### src/rtl/tx_pkg.sv
// Shared types and default sizing for the transmit pulse sequencer.
// TX_CH_MASK_EN (optional) is handled in tx_pulse_sequencer.sv.
package tx_pkg;
  localparam int DEF_NUM_CH  = 8;
  localparam int DEF_DELAY_W = 10;
  localparam int DEF_HALF_W  = 8;
  localparam int DEF_CYC_W   = 4;
  localparam int FRAME_CNT_W = 16;

  typedef enum logic {ST_IDLE, ST_FIRE} txState_t;

  typedef enum logic [1:0] {CH_IDLE, CH_DELAY, CH_PULSE} chPhase_t;
endpackage

### src/rtl/tx_channel.sv
// One transmit channel: delay countdown, then numCycles square-wave periods
// of halfPeriod high / halfPeriod low, then a sticky done flag until the next start.
module tx_channel
  import tx_pkg::*;
#(
  parameter int DELAY_W = DEF_DELAY_W,
  parameter int HALF_W  = DEF_HALF_W,
  parameter int CYC_W   = DEF_CYC_W
) (
  input  logic               clock,
  input  logic               reset_n,
  input  logic               start,
  input  logic [DELAY_W-1:0] delay,
  input  logic [HALF_W-1:0]  halfPeriod,
  input  logic [CYC_W-1:0]   numCycles,
  output logic               tx,
  output logic               done
);

  chPhase_t           phase, phaseNext;
  logic [DELAY_W-1:0] delayCnt, delayNext;
  logic [HALF_W-1:0]  halfCnt, halfNext;
  logic [CYC_W-1:0]   cycCnt, cycNext;
  logic               txNext, doneNext;

  always_ff @(posedge clock or negedge reset_n) begin
    if (!reset_n) begin
      phase    <= CH_IDLE;
      delayCnt <= '0;
      halfCnt  <= '0;
      cycCnt   <= '0;
      tx       <= 1'b0;
      done     <= 1'b0;
    end else begin
      phase    <= phaseNext;
      delayCnt <= delayNext;
      halfCnt  <= halfNext;
      cycCnt   <= cycNext;
      tx       <= txNext;
      done     <= doneNext;
    end
  end

  always_comb begin
    phaseNext = phase;
    delayNext = delayCnt;
    halfNext  = halfCnt;
    cycNext   = cycCnt;
    txNext    = tx;
    doneNext  = done;
    if (start) begin
      phaseNext = CH_DELAY;
      delayNext = delay;
      txNext    = 1'b0;
      doneNext  = 1'b0;
    end else begin
      case (phase)
        CH_DELAY: begin
          if (delayCnt != '0) begin
            delayNext = delayCnt - 1'b1;
          end else if (halfPeriod == '0 || numCycles == '0) begin
            // Empty burst: finish at the same point a 2HC=0 burst would.
            doneNext  = 1'b1;
            phaseNext = CH_IDLE;
          end else begin
            txNext    = 1'b1;
            halfNext  = halfPeriod - 1'b1;
            cycNext   = numCycles - 1'b1;
            phaseNext = CH_PULSE;
          end
        end
        CH_PULSE: begin
          if (halfCnt != '0) begin
            halfNext = halfCnt - 1'b1;
          end else if (tx) begin
            txNext   = 1'b0;
            halfNext = halfPeriod - 1'b1;
          end else if (cycCnt == '0) begin
            doneNext  = 1'b1;
            phaseNext = CH_IDLE;
          end else begin
            cycNext  = cycCnt - 1'b1;
            txNext   = 1'b1;
            halfNext = halfPeriod - 1'b1;
          end
        end
        default: ;
      endcase
    end
  end

endmodule

### src/rtl/tx_pulse_sequencer.sv
// Per-frame transmit pulse sequencer: trigger edge detect, frame FSM, counters.
// Optional macro TX_CH_MASK_EN adds a per-channel ch_mask input captured at frame start.
module tx_pulse_sequencer
  import tx_pkg::*;
#(
  parameter int NUM_CH  = DEF_NUM_CH,
  parameter int DELAY_W = DEF_DELAY_W,
  parameter int HALF_W  = DEF_HALF_W,
  parameter int CYC_W   = DEF_CYC_W
) (
  input  logic                      clock,
  input  logic                      reset_n,
  input  logic                      dividedClk,
  input  logic                      enable,
  input  logic [NUM_CH*DELAY_W-1:0] delays,
  input  logic [HALF_W-1:0]         half_period,
  input  logic [CYC_W-1:0]          num_cycles,
`ifdef TX_CH_MASK_EN
  input  logic [NUM_CH-1:0]         ch_mask,
`endif
  output logic [NUM_CH-1:0]         tx_out,
  output logic                      busy,
  output logic                      frame_done,
  output logic                      overrun,
  output logic [FRAME_CNT_W-1:0]    frame_count
);

  logic              dclk_q, trig_r;
  txState_t          state, stateNext;
  logic              startFrame, finishFrame, dropTrig;
  logic [HALF_W-1:0] halfShadow;
  logic [CYC_W-1:0]  cycShadow;
  logic [NUM_CH-1:0] chTx, chDone;

  // Stage 0: trigger edge detect
  always_ff @(posedge clock or negedge reset_n) begin
    if (!reset_n) begin
      dclk_q <= 1'b0;
      trig_r <= 1'b0;
    end else begin
      dclk_q <= dividedClk;
      trig_r <= dividedClk & ~dclk_q & enable;
    end
  end

  // Stage 1: frame FSM and status outputs
  always_ff @(posedge clock or negedge reset_n) begin
    if (!reset_n) begin
      state       <= ST_IDLE;
      frame_done  <= 1'b0;
      overrun     <= 1'b0;
      frame_count <= '0;
      halfShadow  <= '0;
      cycShadow   <= '0;
    end else begin
      state      <= stateNext;
      frame_done <= finishFrame;
      overrun    <= dropTrig;
      if (finishFrame) frame_count <= frame_count + 1'b1;
      if (startFrame) begin
        halfShadow <= half_period;
        cycShadow  <= num_cycles;
      end
    end
  end

  always_comb begin
    stateNext   = state;
    startFrame  = 1'b0;
    finishFrame = 1'b0;
    dropTrig    = 1'b0;
    case (state)
      ST_IDLE: begin
        // A trigger landing in the frame_done cycle is still part of the old frame.
        if (trig_r && frame_done) begin
          dropTrig = 1'b1;
        end else if (trig_r) begin
          startFrame = 1'b1;
          stateNext  = ST_FIRE;
        end
      end
      ST_FIRE: begin
        dropTrig = trig_r;
        if (&chDone) begin
          finishFrame = 1'b1;
          stateNext   = ST_IDLE;
        end
      end
      default: stateNext = ST_IDLE;
    endcase
  end

  assign busy = (state == ST_FIRE);

  for (genvar i = 0; i < NUM_CH; i++) begin : gCh
    tx_channel #(
      .DELAY_W(DELAY_W),
      .HALF_W (HALF_W),
      .CYC_W  (CYC_W)
    ) uChannel (
      .clock     (clock),
      .reset_n   (reset_n),
      .start     (startFrame),
      .delay     (delays[i*DELAY_W +: DELAY_W]),
      .halfPeriod(halfShadow),
      .numCycles (cycShadow),
      .tx        (chTx[i]),
      .done      (chDone[i])
    );
  end

`ifdef TX_CH_MASK_EN
  logic [NUM_CH-1:0] maskShadow;

  // Masked channels still sequence their done flag so frame timing is unchanged.
  always_ff @(posedge clock or negedge reset_n) begin
    if (!reset_n) maskShadow <= '0;
    else if (startFrame) maskShadow <= ch_mask;
  end

  assign tx_out = chTx & maskShadow;
`else
  assign tx_out = chTx;
`endif

endmodule
### config.mk
export PLATFORM = sky130hd
export DESIGN_NAME = tx_pulse_sequencer
export DESIGN_NICKNAME = d
export VERILOG_FILES = /design/src/rtl/tx_pkg.sv /design/src/rtl/tx_channel.sv /design/src/rtl/tx_pulse_sequencer.sv
export SDC_FILE = /design/constraint.sdc
export NUM_CORES = 1
export LEC_CHECK = 0
export ABC_AREA = 1
export CAP_MARGIN = 20
export CORE_ASPECT_RATIO = 0.8
export CORE_UTILIZATION = 40
export DETAILED_ROUTE_END_ITERATION = 8
export GPL_TIMING_DRIVEN = 0
export PLACE_DENSITY = 0.63
export SETUP_SLACK_MARGIN = 0.2
export SLEW_MARGIN = 20
export SYNTH_ARGS = -nofsm -noshare
export SYNTH_HDL_FRONTEND = slang
export SYNTH_SLANG_ARGS = --single-unit
### constraint.sdc
create_clock -name clock -period 5.3 [get_ports clock]
set_input_delay 1.06 -clock clock [delete_from_list [all_inputs] [get_ports clock]]
set_output_delay 1.06 -clock clock [all_outputs]
set_load 0.02 [all_outputs]
Yosys cells after proc, flatten, opt, wreduce, memory -nomap -nowiden

Index checks and enable logic that the tools add are counted.

Output and inout bits: 27
Flip-flop bits (word level): 241
Bits of input ports: 96

Equality and inequality tests: 112
Multiplexer cells: 262
Reduce and logical (&&, ||, !) cells: 109
Add/sub/neg operators: 27
Bitwise logic cells: 5

Operators with widths:

| operator              | count |
|---|---|
| $mux 8                | 33 |
| $mux 10               | 24 |
| $mux 4                | 33 |
| $pmux 8 s2            | 8 |
| $ne 3x3->1 const B    | 35 |
| $mux 1                | 89 |
| $mux 2                | 41 |
| $ne 2x2->1 const B    | 40 |
| $reduce_and 5->1      | 16 |
| $reduce_bool 10->1    | 8 |
| $sub 10x1->10 const B | 8 |
| $sub 8x1->8 const B   | 9 |
| $pmux 4 s2            | 8 |
| $reduce_bool 8->1     | 8 |
| $reduce_and 7->1      | 8 |
| $reduce_and 6->1      | 8 |
| $reduce_bool 2->1     | 24 |
| $logic_not 4->1       | 9 |
| $pmux 1 s2            | 18 |
| $sub 4x1->4 const B   | 9 |
| $ne 3x2->1 const B    | 11 |
| $ne 4x2->1 const B    | 8 |
| $pmux 2 s2            | 8 |
| $reduce_and 4->1      | 8 |
| 12 further kinds      | 44 |

Longest topological paths before layout

Word-level depth: 6
Depth in mapped cells: 13
Mapped depth without buffers: 13

Cells and area by module

A second synthesis with hierarchy kept.

Cells, all modules: 2547
Area total of the unflattened synthesis: 17615.6 um^2

Modules (own cells, without submodules):

| module                            | cells each | instances | area an instance (um^2) | sequential area each (um^2) |
|---|---|---|---|---|
| tx_channel at gCh[0].uChannel ... | 293        | 6         | 1996.9                  | 650.6 |
| tx_channel at gCh[6].uChannel     | 297        | 1         | 2095.8                  | 650.6 |
| tx_channel at gCh[7].uChannel     | 300        | 1         | 1969.4                  | 650.6 |
| tx_pulse_sequencer                | 192        | 1         | 1569.0                  | 825.8 |

Worst setup path after synthesis

Ideal clock, no wire load.

Kind: reg-to-reg
Start: reg cycShadow[0]
End: reg gCh[2].uChannel.halfCnt[6]
Buffers on the path: 1
Data arrival time: 1.596 ns
Path slack: 3.586 ns
Required time: 5.182 ns
Cell stages (with the launch flop): 12
Path through: dfrtp_1 inv_1 ha_1 nand3_1 o21ai_4 buf_6 nand2_1 nand2_1 nor2_4 nand2_4 nand2_1 nand2_1

Cells in the longest elaborated chain, start to end: 4

Ends and longest elaborated chain:

| item                       | RTL line                 | RTL |
|---|---|---|
| from (decl)                | tx_pulse_sequencer.sv:32 | `logic [CYC_W-1:0] cycShadow;` |
| from (signal assigned)     | tx_pulse_sequencer.sv:62 | `cycShadow <= num_cycles;` |
| $logic_not 4->1            | tx_channel.sv:61         | `end else if (halfPeriod == '0 \|\| numCycles == '0) begin` |
| $logic_or 1x1->1           | tx_channel.sv:61         |  |
| $ne 2x2->1 (no line)       | -                        |  |
| $reduce_and 5->1 (no line) | -                        |  |
| to (signal assigned)       | tx_channel.sv:37         | `halfCnt <= halfNext;` |
| to (decl)                  | tx_channel.sv:22         | `logic [HALF_W-1:0] halfCnt, halfNext;` |

No other way between the ends.
A chain may end at the register's enable or synchronous reset.

Worst setup path in the final report

Start: reg cycShadow[0]
End: reg gCh[1].uChannel.done

Cells in the longest elaborated chain, start to end: 4

Ends and longest elaborated chain:

| item                       | RTL line         | RTL |
|---|---|---|
| $logic_not 4->1            | tx_channel.sv:61 |  |
| $logic_or 1x1->1           | tx_channel.sv:61 |  |
| $ne 3x3->1 (no line)       | -                |  |
| $reduce_and 6->1 (no line) | -                |  |
| to (signal assigned)       | tx_channel.sv:40 | `done <= doneNext;` |
| to (decl)                  | tx_channel.sv:17 | `output logic done` |

No other way between the ends.

==> flow_summary.json <==
{
  "synth-xor-area-share_pct": 4.70,
  "synthArstFlopShare_pct": 100,
  "grt_overflow": 0,
  "ioPinCount": 123,
  "htree_levels": 1,
  "fin_tns_setup_ns": 0,
  "die-width_um": 222,
  "grt_pass1_wl_um": 72400,
  "slew_viol_final": 0,
  "rsz0062_at_grt": "no",
  "hold_path.class": "in2async",
  "crit_type": "reg2reg",
  "final_net_count": 2469,
  "syn_nets": 2314,
  "postCtsSetupBuffers": 0,
  "area_growth_pct": 18.2,
  "syn_inst": 2180,
  "netlist_area_um2": 15500,
  "ys_seq_area_share_pct": 39.0,
  "placed_cells": 2800,
  "n_fill_cell": 3815,
  "synth_seq_cells": 241,
  "cp_max_fo": 10,
  "relSlewSlack_pct": 38.4,
  "pwr_density_cell_nw_per_um2": 647,
  "routabilityCongestion": 0.892,
  "period_minus_slack_ns": 2.83,
  "finClkSkew_ns": 0.0281,
  "period_share_pct": 53.3,
  "fp-row-count": 64,
  "dp_hpwl_um": 32900,
  "vias": 14764,
  "power_leakage_nw": 8.77,
  "synth_edf_count": 0,
  "dieHeight_um": 178,
  "die-area_um2": 39500,
  "worstMarginPinSlew_ns": 0.918,
  "antenna_left": 0,
  "start_util_pct": 40.5,
  "synth_top_family_by_area": "simple AND/OR/NAND/NOR gates",
  "grt_antenna_before_repair": 0,
  "cts_hold_buf": 0,
  "cts_resized": 0,
  "cts_buffers": 28,
  "drt-initial-drc-count": 1173,
  "yosysWarnings": 0,
  "synthAdderAreaFrac_pct": 3.07,
  "synthFlopType": "dfrtp_1",
  "hold_viol_final": 0,
  "critPathLaunchType": "flop",
  "vdd_ir_drop_max_uv": 290,
  "via_per_inst": 5.18,
  "synthMuxAreaShare_pct": 0,
  "syn_area_per_cell_um2": 7.09,
  "clkTransAtPathRegs_ns": 0.06,
  "drive_gt1_share_pct": 7.99,
  "clk_path_buf_depth": 3,
  "grtUsageTotal_pct": 22.9,
  "setup_viol": 0,
  "maxCapViolCount": 0,
  "wire_per_inst_um": 15.6,
  "r2r_setup_slack_ns": 2.47,
  "cts_tree": "yes",
  "cp_data_arrival_time_ns": 3.25,
  "drt_pre_antenna_iters": 5,
  "cts.sinks": 241,
  "clkLatencyLatePin_ns": 0.57,
  "critPathCaptureType": "flop",
  "stdcell_count": 2849,
  "synth_compound_area_share_pct": 9.56,
  "worstPathRequired_ns": 5.73,
  "grt_max_degree": 78,
  "drc": 0,
  "diodes": 0,
  "ys_types": 38,
  "port_buffers": 122,
  "grt_pass1_vias": 13776,
  "yosys.area_share.simple_pct": 36.3,
  "clockRootBuffer": "clkbuf_16",
  "outcome": "complete, no violations",
  "fp.coreArea_um2": 38200,
  "fmax_mhz": 354,
  "wl_um": 44500
}
==> layer usage <==
| metal | part of all wire (%) | up-vias | global-route usage (%) |
|---|---|---|---|
| li1 | - | 7333 | - |
| met1 | 48 | 6981 | 32.9 |
| met2 | 43 | 371 | 35.6 |
| met3 | 5.7 | 79 | 3.59 |
| met4 | 2.7 | 0 | 6.42 |
| met5 | 0 | - | 0 |
==> placed cells by master, fill, tap and decap left out, types with 6 or more instances in the layout <==
| cell type | netlist | routed |
|---|---|---|
| ha_1 | 38 | 38 |
| o211ai_1 | 40 | 40 |
| nand2_2 | 21 | 21 |
| xor2_1 | 50 | 49 |
| nor2_1 | 231 | 231 |
| clkbuf_8 | 0 | 8 |
| clkbuf_1 | 6 | 15 |
| nor2_2 | 25 | 25 |
| clkdlybuf4s50_1 | 0 | 121 |
| o21ai_1 | 26 | 26 |
| clkbuf_16 | 0 | 28 |
| nand3b_1 | 19 | 19 |
| a21oi_1 | 33 | 33 |
| nand2_4 | 8 | 8 |
| nor2_4 | 13 | 13 |
| buf_2 | 27 | 27 |
| buf_4 | 13 | 13 |
| nand3_1 | 197 | 197 |
| dfrtp_1 | 241 | 241 |
| o21ai_0 | 136 | 136 |
| nand4_1 | 46 | 46 |
| xnor2_1 | 33 | 32 |
| inv_2 | 18 | 18 |
| a22oi_1 | 6 | 6 |
| nand2_1 | 695 | 695 |
| nor3_1 | 16 | 16 |
| inv_1 | 208 | 208 |
| a31oi_1 | 7 | 7 |
==> cell usage after synthesis, types with 3 or more instances <==
master | n | area share, %
a21oi_1 | 33 | 1.1
a22oi_1 | 6 | 0.29
a31oi_1 | 7 | 0.28
buf_2 | 27 | 0.87
buf_4 | 13 | 0.63
buf_6 | 3 | 0.22
clkbuf_1 | 6 | 0.15
dfrtp_1 | 241 | 39
ha_1 | 38 | 3.1
inv_1 | 208 | 5.0
inv_2 | 18 | 0.44
nand2_1 | 695 | 17
nand2_2 | 21 | 0.85
nand2_4 | 8 | 0.58
nand3_1 | 197 | 6.4
nand3_2 | 4 | 0.26
nand3b_1 | 19 | 0.92
nand4_1 | 46 | 1.9
nor2_1 | 231 | 5.6
nor2_2 | 25 | 1.0
nor2_4 | 13 | 0.95
nor3_1 | 16 | 0.52
o211ai_1 | 40 | 1.9
o21ai_0 | 136 | 4.4
o21ai_1 | 26 | 0.84
o221ai_1 | 4 | 0.23
xnor2_1 | 33 | 1.9
xor2_1 | 50 | 2.8
==> sequential cells by signal, indices dropped and copies added, names as in the netlist, 4 cells and up <==
name	flops
frame_count	16
gCh.uChannel.phase	16
gCh.uChannel.tx	8
gCh.uChannel.cycCnt	32
cycShadow	4
gCh.uChannel.halfCnt	64
gCh.uChannel.delayCnt	80
halfShadow	8
gCh.uChannel.done	8
==> layout make-up <==
| class | count | area [µm²] | area share [%] |
|---|---|---|---|
| Timing Repair Buffer | 125 | 1310 | 7.16 |
| Multi-Input combinational cell | 1662 | 8300 | 45.4 |
| Tap cell | 495 | 619 | 3.39 |
| Inverter | 226 | 848 | 4.64 |
| Sequential cell | 241 | 6030 | 33.0 |
| Buffer | 51 | 297 | 1.62 |
| Clock buffer | 45 | 845 | 4.62 |
| Clock inverter | 4 | 31.3 | 0.171 |
==> final timing paths <==
path | from | end | depth (start not counted)
min in group clock | dclk_q | trig_r | 1
hold / removal | reset_n | gCh[6].uChannel.delayCnt[3] | 1
hold reg to reg | dclk_q | trig_r | 1
setup reg to reg | cycShadow[0] | gCh[1].uChannel.done | 9
max in group asynchronous | reset_n | frame_count[1] | 4
setup / recovery | cycShadow[0] | gCh[1].uChannel.done | 9
==> report_power, final <==
part / internal (mW) / switching (mW)
clock: 1.08 / 0.789
combinational: 2.33 / 4.14
sequential: 2.71 / 0.780
==> stage by stage <==
stage                     power, mW  hold slack [ns]  utilization [%]  instance area [µm²]  worst slack, ns
final                          11.8            0.388             47.9                18300             2.47
after global routing           13.0            0.408             47.9                18300             2.43
after CTS                      11.8            0.393             47.8                18300             2.44
after detailed placement       9.91            0.395             45.6                17400             2.60
after global placement         9.75            0.387             45.3                17300            -7.85
after floorplan                8.17            0.377                -                15500             3.59
==> worst max-delay path, stage by stage, from the launching register on <==
cell and delay, ns:
dfrtp_1 0.55, inv_1 0.28, ha_1 0.33, nand3_1 0.32, o21ai_4 0.15, nor2_2 0.39
buf_2 0.36, nand2_1 0.08, a21oi_1 0.16, nor2_1 0.06
==> logic make-up (layout without fill, tap and decap cells) <==
group,count (synthesis),after routing
XOR/XNOR,83,83
adder cells (fa/ha/maj),38,38
buffers and inverters,277,451
AND/OR/NAND/NOR,1281,1281
flip-flops,241,241
AO/OA/AOI/OAI,260,260
No activity file was read; power rests on OpenSTA's default activity.
